### config.mk
export PLATFORM = sky130hd
export DESIGN_NAME = wb_arbiter
export DESIGN_NICKNAME = d
export VERILOG_FILES = /design/src/rtl/riscv_core_pkg.sv /design/src/rtl/wb_arbiter.sv
export SDC_FILE = /design/constraint.sdc
export NUM_CORES = 1
export LEC_CHECK = 0
export CAP_MARGIN = 30
export CORE_MARGIN = 2
export CORE_UTILIZATION = 46
export CTS_CLUSTER_SIZE = 20
export DETAILED_ROUTE_END_ITERATION = 6
export PLACE_DENSITY_LB_ADDON = 0.05
export SETUP_SLACK_MARGIN = 0.3
export SYNTH_ARGS = -nofsm -noshare
export SYNTH_HDL_FRONTEND = slang
export SYNTH_SLANG_ARGS = --single-unit
### constraint.sdc
create_clock -name clk_i -period 2.8 [get_ports clk_i]
set_clock_uncertainty 0.2 [all_clocks]
set_input_delay 0.42 -clock clk_i [delete_from_list [all_inputs] [get_ports clk_i]]
set_output_delay 0.42 -clock clk_i [all_outputs]
set_load 0.01 [all_outputs]
### src/rtl/riscv_core_pkg.sv
`default_nettype none
// ============================================================================
// Module  : riscv_core_pkg
// Brief   : Shared core types: register/word types and writeback arbiter types
// Revision: 1.0 - initial release
// ============================================================================
package riscv_core_pkg;

    localparam int XLEN           = 32;
    localparam int REG_ADDR_WIDTH = 5;

    typedef logic [XLEN-1:0]           word_t;
    typedef logic [REG_ADDR_WIDTH-1:0] reg_addr_t;

    typedef enum logic [1:0] {
        IDLE  = 2'd0,
        HELD  = 2'd1,
        STALL = 2'd2
    } wb_state_e;

    typedef struct packed {
        logic      valid;
        reg_addr_t rd;
        word_t     data;
    } wb_req_t;

    localparam int WB_STARVE_LIMIT = 4;

endpackage
`default_nettype wire

### src/rtl/wb_arbiter.sv
`default_nettype none
// ============================================================================
// Module  : wb_arbiter
// Brief   : Merges pipeline WB and MDU results onto the single RF write port
// Revision: 1.0 - initial release
// ============================================================================
module wb_arbiter
    import riscv_core_pkg::*;
#(
    parameter int DATA_WIDTH     = XLEN,
    parameter int REG_ADDR_WIDTH = 5,
    parameter int STARVE_LIMIT   = WB_STARVE_LIMIT
) (
    input  logic                      clk_i,
    input  logic                      rst_i,
    input  logic                      pipe_valid_i,
    input  logic [REG_ADDR_WIDTH-1:0] pipe_rd_addr_i,
    input  logic [DATA_WIDTH-1:0]     pipe_data_i,
    input  logic                      mdu_valid_i,
    input  logic [REG_ADDR_WIDTH-1:0] mdu_rd_addr_i,
    input  logic [DATA_WIDTH-1:0]     mdu_data_i,
    output logic                      mdu_ready_o,
    output logic                      stall_pipe_o,
    output logic                      write_en_o,
    output logic [REG_ADDR_WIDTH-1:0] rd_addr_o,
    output logic [DATA_WIDTH-1:0]     rd_data_o
);

    localparam int          c_CNT_W     = 4;
    localparam [c_CNT_W-1:0] c_CNT_LAST = c_CNT_W'(STARVE_LIMIT - 1);

    wb_state_e                 r_state;
    wb_state_e                 w_state_nxt;
    logic [c_CNT_W-1:0]        r_starve_cnt;
    logic [c_CNT_W-1:0]        w_starve_cnt_nxt;
    logic                      r_stall;
    logic                      w_stall_nxt;
    logic [REG_ADDR_WIDTH-1:0] r_hold_rd;
    logic [DATA_WIDTH-1:0]     r_hold_data;
    logic                      r_we;
    logic [REG_ADDR_WIDTH-1:0] r_rd;
    logic [DATA_WIDTH-1:0]     r_data;

    logic w_pipe_wr;
    logic w_mdu_acc;
    logic w_capture;
    logic w_drain;

    assign w_pipe_wr   = pipe_valid_i && (pipe_rd_addr_i != '0);
    assign mdu_ready_o = (r_state == IDLE) && !rst_i;
    assign w_mdu_acc   = mdu_valid_i && mdu_ready_o;

    always_comb begin
        w_state_nxt      = r_state;
        w_starve_cnt_nxt = r_starve_cnt;
        w_stall_nxt      = 1'b0;
        w_capture        = 1'b0;
        w_drain          = 1'b0;
        case (r_state)
            IDLE: begin
                // An accepted MDU result aimed at x0 is simply dropped.
                if (w_mdu_acc && (mdu_rd_addr_i != '0)) begin
                    w_capture   = 1'b1;
                    w_state_nxt = HELD;
                end
            end
            HELD: begin
                if (w_pipe_wr) begin
                    w_starve_cnt_nxt = r_starve_cnt + 1'b1;
                    if (r_starve_cnt == c_CNT_LAST) begin
                        w_state_nxt = STALL;
                        w_stall_nxt = 1'b1;
                    end
                end else begin
                    w_drain          = 1'b1;
                    w_starve_cnt_nxt = '0;
                    w_state_nxt      = IDLE;
                end
            end
            STALL: begin
                w_drain          = 1'b1;
                w_starve_cnt_nxt = '0;
                w_state_nxt      = IDLE;
            end
            default: begin
                w_state_nxt      = IDLE;
                w_starve_cnt_nxt = '0;
            end
        endcase
    end

    always_ff @(posedge clk_i) begin
        if (rst_i) begin
            r_state      <= IDLE;
            r_starve_cnt <= '0;
            r_stall      <= 1'b0;
            r_hold_rd    <= '0;
            r_hold_data  <= '0;
            r_we         <= 1'b0;
            r_rd         <= '0;
            r_data       <= '0;
        end else begin
            r_state      <= w_state_nxt;
            r_starve_cnt <= w_starve_cnt_nxt;
            r_stall      <= w_stall_nxt;
            if (w_capture) begin
                r_hold_rd   <= mdu_rd_addr_i;
                r_hold_data <= mdu_data_i;
            end
            // Pipeline owns the port; the hold only drains into an idle slot.
            if (w_pipe_wr) begin
                r_we   <= 1'b1;
                r_rd   <= pipe_rd_addr_i;
                r_data <= pipe_data_i;
            end else if (w_drain) begin
                r_we   <= 1'b1;
                r_rd   <= r_hold_rd;
                r_data <= r_hold_data;
            end else begin
                r_we <= 1'b0;
            end
        end
    end

    assign stall_pipe_o = r_stall;
    assign write_en_o   = r_we;
    assign rd_addr_o    = r_rd;
    assign rd_data_o    = r_data;

`ifndef SYNTHESIS
    a_upstream_stall: assert property (@(posedge clk_i) disable iff (rst_i)
        stall_pipe_o |-> !pipe_valid_i)
        else $error("wb_arbiter: pipe_valid_i asserted while stall_pipe_o high");

    a_no_x0_write: assert property (@(posedge clk_i) disable iff (rst_i)
        !(write_en_o && (rd_addr_o == '0)))
        else $error("wb_arbiter: write issued to x0");
`endif

endmodule
`default_nettype wire
**After elaboration in Yosys (flattened, before gate mapping)**

Index checks and enable logic that the tools add are counted.
Widths: inputs -> output; s select.

- Word-level logic and storage cells: 44
- Register bits: 82

- Bitwise operators: 2
- Reduce and logical (&&, ||, !) cells: 11
- Eq/ne operators: 5
- Multiplexer cells: 17
- Add/subtract/negate cells: 1

Operators with widths:

| operator | count |
|---|---|
| $mux 32 | 2 |
| $mux 5 | 2 |
| $reduce_bool 5->1 | 2 |
| $pmux 4 s2 | 1 |
| $mux 1 | 6 |
| $mux 2 | 3 |
| $add 4x1->4 const B | 1 |
| $eq 4x2->1 const B | 1 |
| $logic_and 1x1->1 | 4 |
| $mux 4 | 1 |
| $pmux 2 s2 | 1 |
| $ne 3x3->1 const B | 1 |
| $reduce_or 3->1 | 1 |
| $eq 2x1->1 const B | 1 |
| $eq 2x2->1 const B | 1 |
| $logic_not 2->1 | 1 |
| $ne 2x1->1 const B | 1 |
| $not 1->1 | 2 |
| $pmux 1 s2 | 1 |
| $reduce_and 2->1 | 1 |
| $reduce_bool 2->1 | 1 |
| $logic_not 1->1 | 1 |

**Depth between registers and ports, before layout**

- Depth in word-level cells: 6
- Mapped depth: 7

**Worst setup path before layout**

Ideal clock, no wire load.

- Path type: reg2reg
- Start: register r_state[1]
- End: register r_data[16] (netlist: rd_data_o[16])
- Data required time: 2454 ps
- Library setup time: 146 ps
- Arrival: 1640 ps
- Setup slack: 813 ps
- Buffers on the path: 2
- Period minus slack after synthesis: 1987 ps
- Cell stages (with the launch flop): 8
- Path through: dfxtp_1 -> inv_1 -> ha_1 -> o21ai_0 -> buf_2 -> buf_2 -> mux2i_1 -> a211oi_2

- Longest elaborated chain between the ends: 3
- Elaborated cells between the ends (all ways): 4

Ends and longest elaborated chain:

| element | RTL line | text |
|---|---|---|
| start: declaration | wb_arbiter.sv:32 | `wb_state_e r_state;` |
| start signal: assignment | wb_arbiter.sv:103 | `r_state <= w_state_nxt;` |
| $eq 2x2->1 or $eq 2x1->1 (tied branches) | wb_arbiter.sv:59 | `case (r_state)` |
| $pmux 1 s2 (*) | wb_arbiter.sv:59 |  |
| $reduce_bool 2->1 (no line) (*) | - |  |
| end signal: assignment | wb_arbiter.sv:114 | `r_data <= pipe_data_i;` |
| end signal: assignment | wb_arbiter.sv:118 | `r_data <= r_hold_data;` |
| end: declaration | wb_arbiter.sv:42 | `logic [DATA_WIDTH-1:0] r_data;` |

Every way passes the cells marked *; elsewhere a longest branch is shown, timed or not.
A chain may end at the register's enable or synchronous reset.

**Worst setup path after layout**

- Start: register r_state[1]
- End: output port mdu_ready_o

- Longest elaborated chain between the ends: 2

Ends and longest elaborated chain:

| element | RTL line | text |
|---|---|---|
| $logic_not 2->1 | wb_arbiter.sv:50 | `assign mdu_ready_o = (r_state == IDLE) && !rst_i;` |
| $logic_and 1x1->1 | wb_arbiter.sv:50 |  |
| end: declaration | wb_arbiter.sv:22 | `output logic mdu_ready_o,` |

No other way between the ends.

==> key figures <==
Finish
  – Area grow syn2layout: 43.93%
  – Final net count: 572
  – Share of cells above drive strength 1: 12.75%
  – # diodes: 0

Floorplanning
  – Die extent in y: 91.30 microns
  – Die width: 91.30 microns
  – I/O pins: 118
  – Initial core utilization: 47.82%
  – Row cnt: 31
  – Die Area: 8336 sq um
  – Core Area: 7331 sq um

Critical path
  – RR Startpoint: r_state[1]
  – Worst reg2reg setup slack: 850 ps
  – Startpoint types: flop
  – Worst EP required: 2180 ps
  – Setup CP Type: reg -> out
  – Reg-to-reg endpoint: r_starve_cnt[2]
  – Arr. time, crit path: 1710 ps
  – Worst-path maximum fanout: 9
  – FF-to-FF path depth: 5
  – Critical path capture point type: output port

Worst hold path
  – Hold Crit Start: rst_i
  – Worst hold path cell count: 2
  – Hold-critical path endpoint: r_hold_data[0]
  – HP Class: in -> reg

Global route
  – Initial antenna violation count: 0
  – First-pass GRT wire length: 13950 microns
  – Vias in the first global route: 2976
  – All-layer global routing usage: 20.62%
  – Pin count of the biggest net entering global routing: 55
  – Total grt overflow: 0

Clock tree
  – Worst-path clk slew: 90 ps
  – H-tree depth: 3
  – Worst skew pair latency: 340 ps
  – Longest Clk Path Bufs: 2
  – Root Buffer: clkbuf_8
  – CTS tree: done
  – Cts bufs inserted: 9
  – Sink Count: 82

Synth
  – Sequential element share of the synthesized area: 46.82%
  – Cells after Synth: 374
  – Synthesized area: 3506 sq um
  – YS warnings: 0
  – Mean Syn Cell Area: 9.374 sq um
  – Cell variety after synth: 36
  – Net Count, Synth: 457
  – Number of register bits inferred by synthesis: 82

Power and ir drop
  – IR drop worst, VDD: 340.2 uV
  – Switch share: 27.35%
  – Clock power frac: 32.5%
  – Pwr Total: 2.970 mW
  – Internal: 2.158 mW
  – Reg power frac: 44.3%
  – NetSw: 0.8123 mW
  – Gate power share: 23.2%
  – Pwr dens: 588.6 nW/um^2
  – Pleak: 2.084 nW

Route
  – Detailed Route Iter0 Violations: 111
  – Via count: 3008
  – WL/cell: 14.05 microns
  – Antenna-violating nets left: 0
  – Initial DRT Pass Iterations: 7
  – Total Wirelength: 8331 microns
  – DRC viols: 0
  – Vias per cell: 5.073

Run status
  – Status: finished, final reports clean

Place
  – Port Buffers: 117
  – Global placement routability congestion: 0.7090
  – Post-detail-place hpwl: 5682 microns

Timing
  – RSZ-0062 raised after global routing: no
  – Slew headroom: 71.25%
  – Final hold violations: 0
  – Total negative slack: 0 ps
  – Min Tclk post-route: 2329 ps
  – Setup Viol. Count Final: 0
  – Final Max Slew Viols: 0
  – Least-Margin Pin Slew: 430.4 ps
  – FMAX: 429.3 MHz
  – Fin crit share: 83.19%

Job
  – Maxcap violations: 0
## final cells by class
class | instances | area, sq um
clock buffers | 10 | 137.6
flip-flops and latches | 82 | 1642
well taps | 99 | 123.9
multi-input cells | 261 | 1720
inverters | 2 | 7.507
fillers | 591 | 2285
clock inverters | 6 | 88.84
repair buffers | 133 | 1326
## layout by cell type (no fill, tap or decap), types with 2 or more instances in the layout
master	n
a211oi_1	18
a211oi_2	20
a21oi_1	39
a32oi_1	2
buf_12	3
buf_4	14
bufinv_16	2
clkbuf_8	10
clkdlybuf4s50_1	116
clkinvlp_4	2
dfxtp_1	82
ha_1	4
inv_1	2
mux2i_1	38
nand2_1	74
nand2b_1	3
nor2_1	39
nor3b_1	2
o21ai_4	2
or3b_2	2
## power groups by stage
stage / combinational, mW / sequential, mW / clock (mW)
3_3_place_gp: 0.646 / 1.34 / 0
3_5_place_dp: 0.657 / 1.34 / 0
6_report: 0.689 / 1.32 / 0.965
2_1_floorplan: 0.352 / 1.35 / 0
5_1_grt: 0.749 / 1.33 / 1.05
4_1_cts: 0.670 / 1.32 / 0.979
## synth_stat cells (all sizes together)
| cell type | instances | area [sq um] |
|---|---|---|
| or3b | 2 | 17.52 |
| clkbuf | 12 | 45.04 |
| ha | 5 | 62.56 |
| o221ai | 1 | 8.760 |
| dfxtp | 82 | 1642 |
| a32oi | 2 | 17.52 |
| o311ai | 1 | 26.28 |
| o211ai | 1 | 12.51 |
| or4b | 2 | 20.02 |
| buf | 17 | 122.6 |
| inv | 2 | 7.510 |
| nand3 | 1 | 5.000 |
| nor2b | 1 | 6.260 |
| nand2 | 74 | 277.8 |
| a21oi | 39 | 195.2 |
| nand2b | 3 | 18.77 |
| a2bb2oi | 1 | 8.760 |
| and3b | 1 | 8.760 |
| o311a | 1 | 10.01 |
| or4 | 1 | 11.26 |
| a211oi | 38 | 385.4 |
| o21bai | 1 | 7.510 |
| nor4 | 1 | 6.260 |
| mux2i | 38 | 380.4 |
| nor2 | 39 | 146.4 |
| or3 | 2 | 17.52 |
| o21ai | 4 | 23.77 |
| nor3b | 2 | 15.01 |
## registers in the layout (all words and copies together) (netlist names)
name / cells
write_en_o: 1
r_state: 2
rd_data_o: 32
r_starve_cnt: 4
r_hold_rd: 5
stall_pipe_o: 1
r_hold_data: 32
rd_addr_o: 5
## critical path, cell delays in order (launching register included)
cell	delay (ps)
dfxtp_1	340
inv_1	140
ha_4	200
nor2b_1	150
clkdlybuf4s50_1	540
## cells by family after synthesis
logic type | share of synthesized area (%)
buffers and inverters | 4.996
muxes | 10.85
and+or+nand+nor | 15.70
DFF | 46.82
AOI/OAI and AO/OA | 19.84
adders and majority gates | 1.784
## what timing repair did
action	CTS	global route
hold buffers	0	0
hold endpoints to repair	0	0
gates resized for setup	2	0
setup buffers	0	7
endpoints found under the setup margin	1	9
pin swaps	0	2
## how the worst max path moves through the flow
stage	startpoint	endpoint	cells after the start
global placement	pipe_rd_addr_i[1]	rd_data_o[8]	6
finish	r_state[1]	mdu_ready_o	4
floorplan	r_state[1]	rd_data_o[16]	7
CTS	r_state[0]	mdu_ready_o	4
global route	r_state[1]	mdu_ready_o	4
detailed placement	pipe_rd_addr_i[1]	rd_data_o[2]	6
## through the flow
stage / utilization (%) / setup slack (ps) / instance area (sq um) / hold slack [ps] / cells
2_1_floorplan: - / 813.5 / 3506 / 235.7 / 374
3_3_place_gp: 64.69 / 370.0 / 4742 / 241.6 / 570
3_5_place_dp: 64.69 / 315.6 / 4742 / 246.5 / 570
4_1_cts: 67.95 / 372.2 / 4981 / 201.0 / 586
5_1_grt: 68.83 / 376.5 / 5046 / 195.0 / 593
6_report: 68.83 / 470.5 / 5046 / 213.0 / 593
## layer usage
metal | GRT usage, % | wire length, microns | up-vias
li1 | - | - | 1532
met1 | 25.12 | 3828 | 1397
met2 | 36.05 | 4058 | 75
met3 | 5.975 | 403 | 4
met4 | 4.545 | 41 | 0
met5 | 0 | 0 | -
No activity file was read; power rests on OpenSTA's default activity.
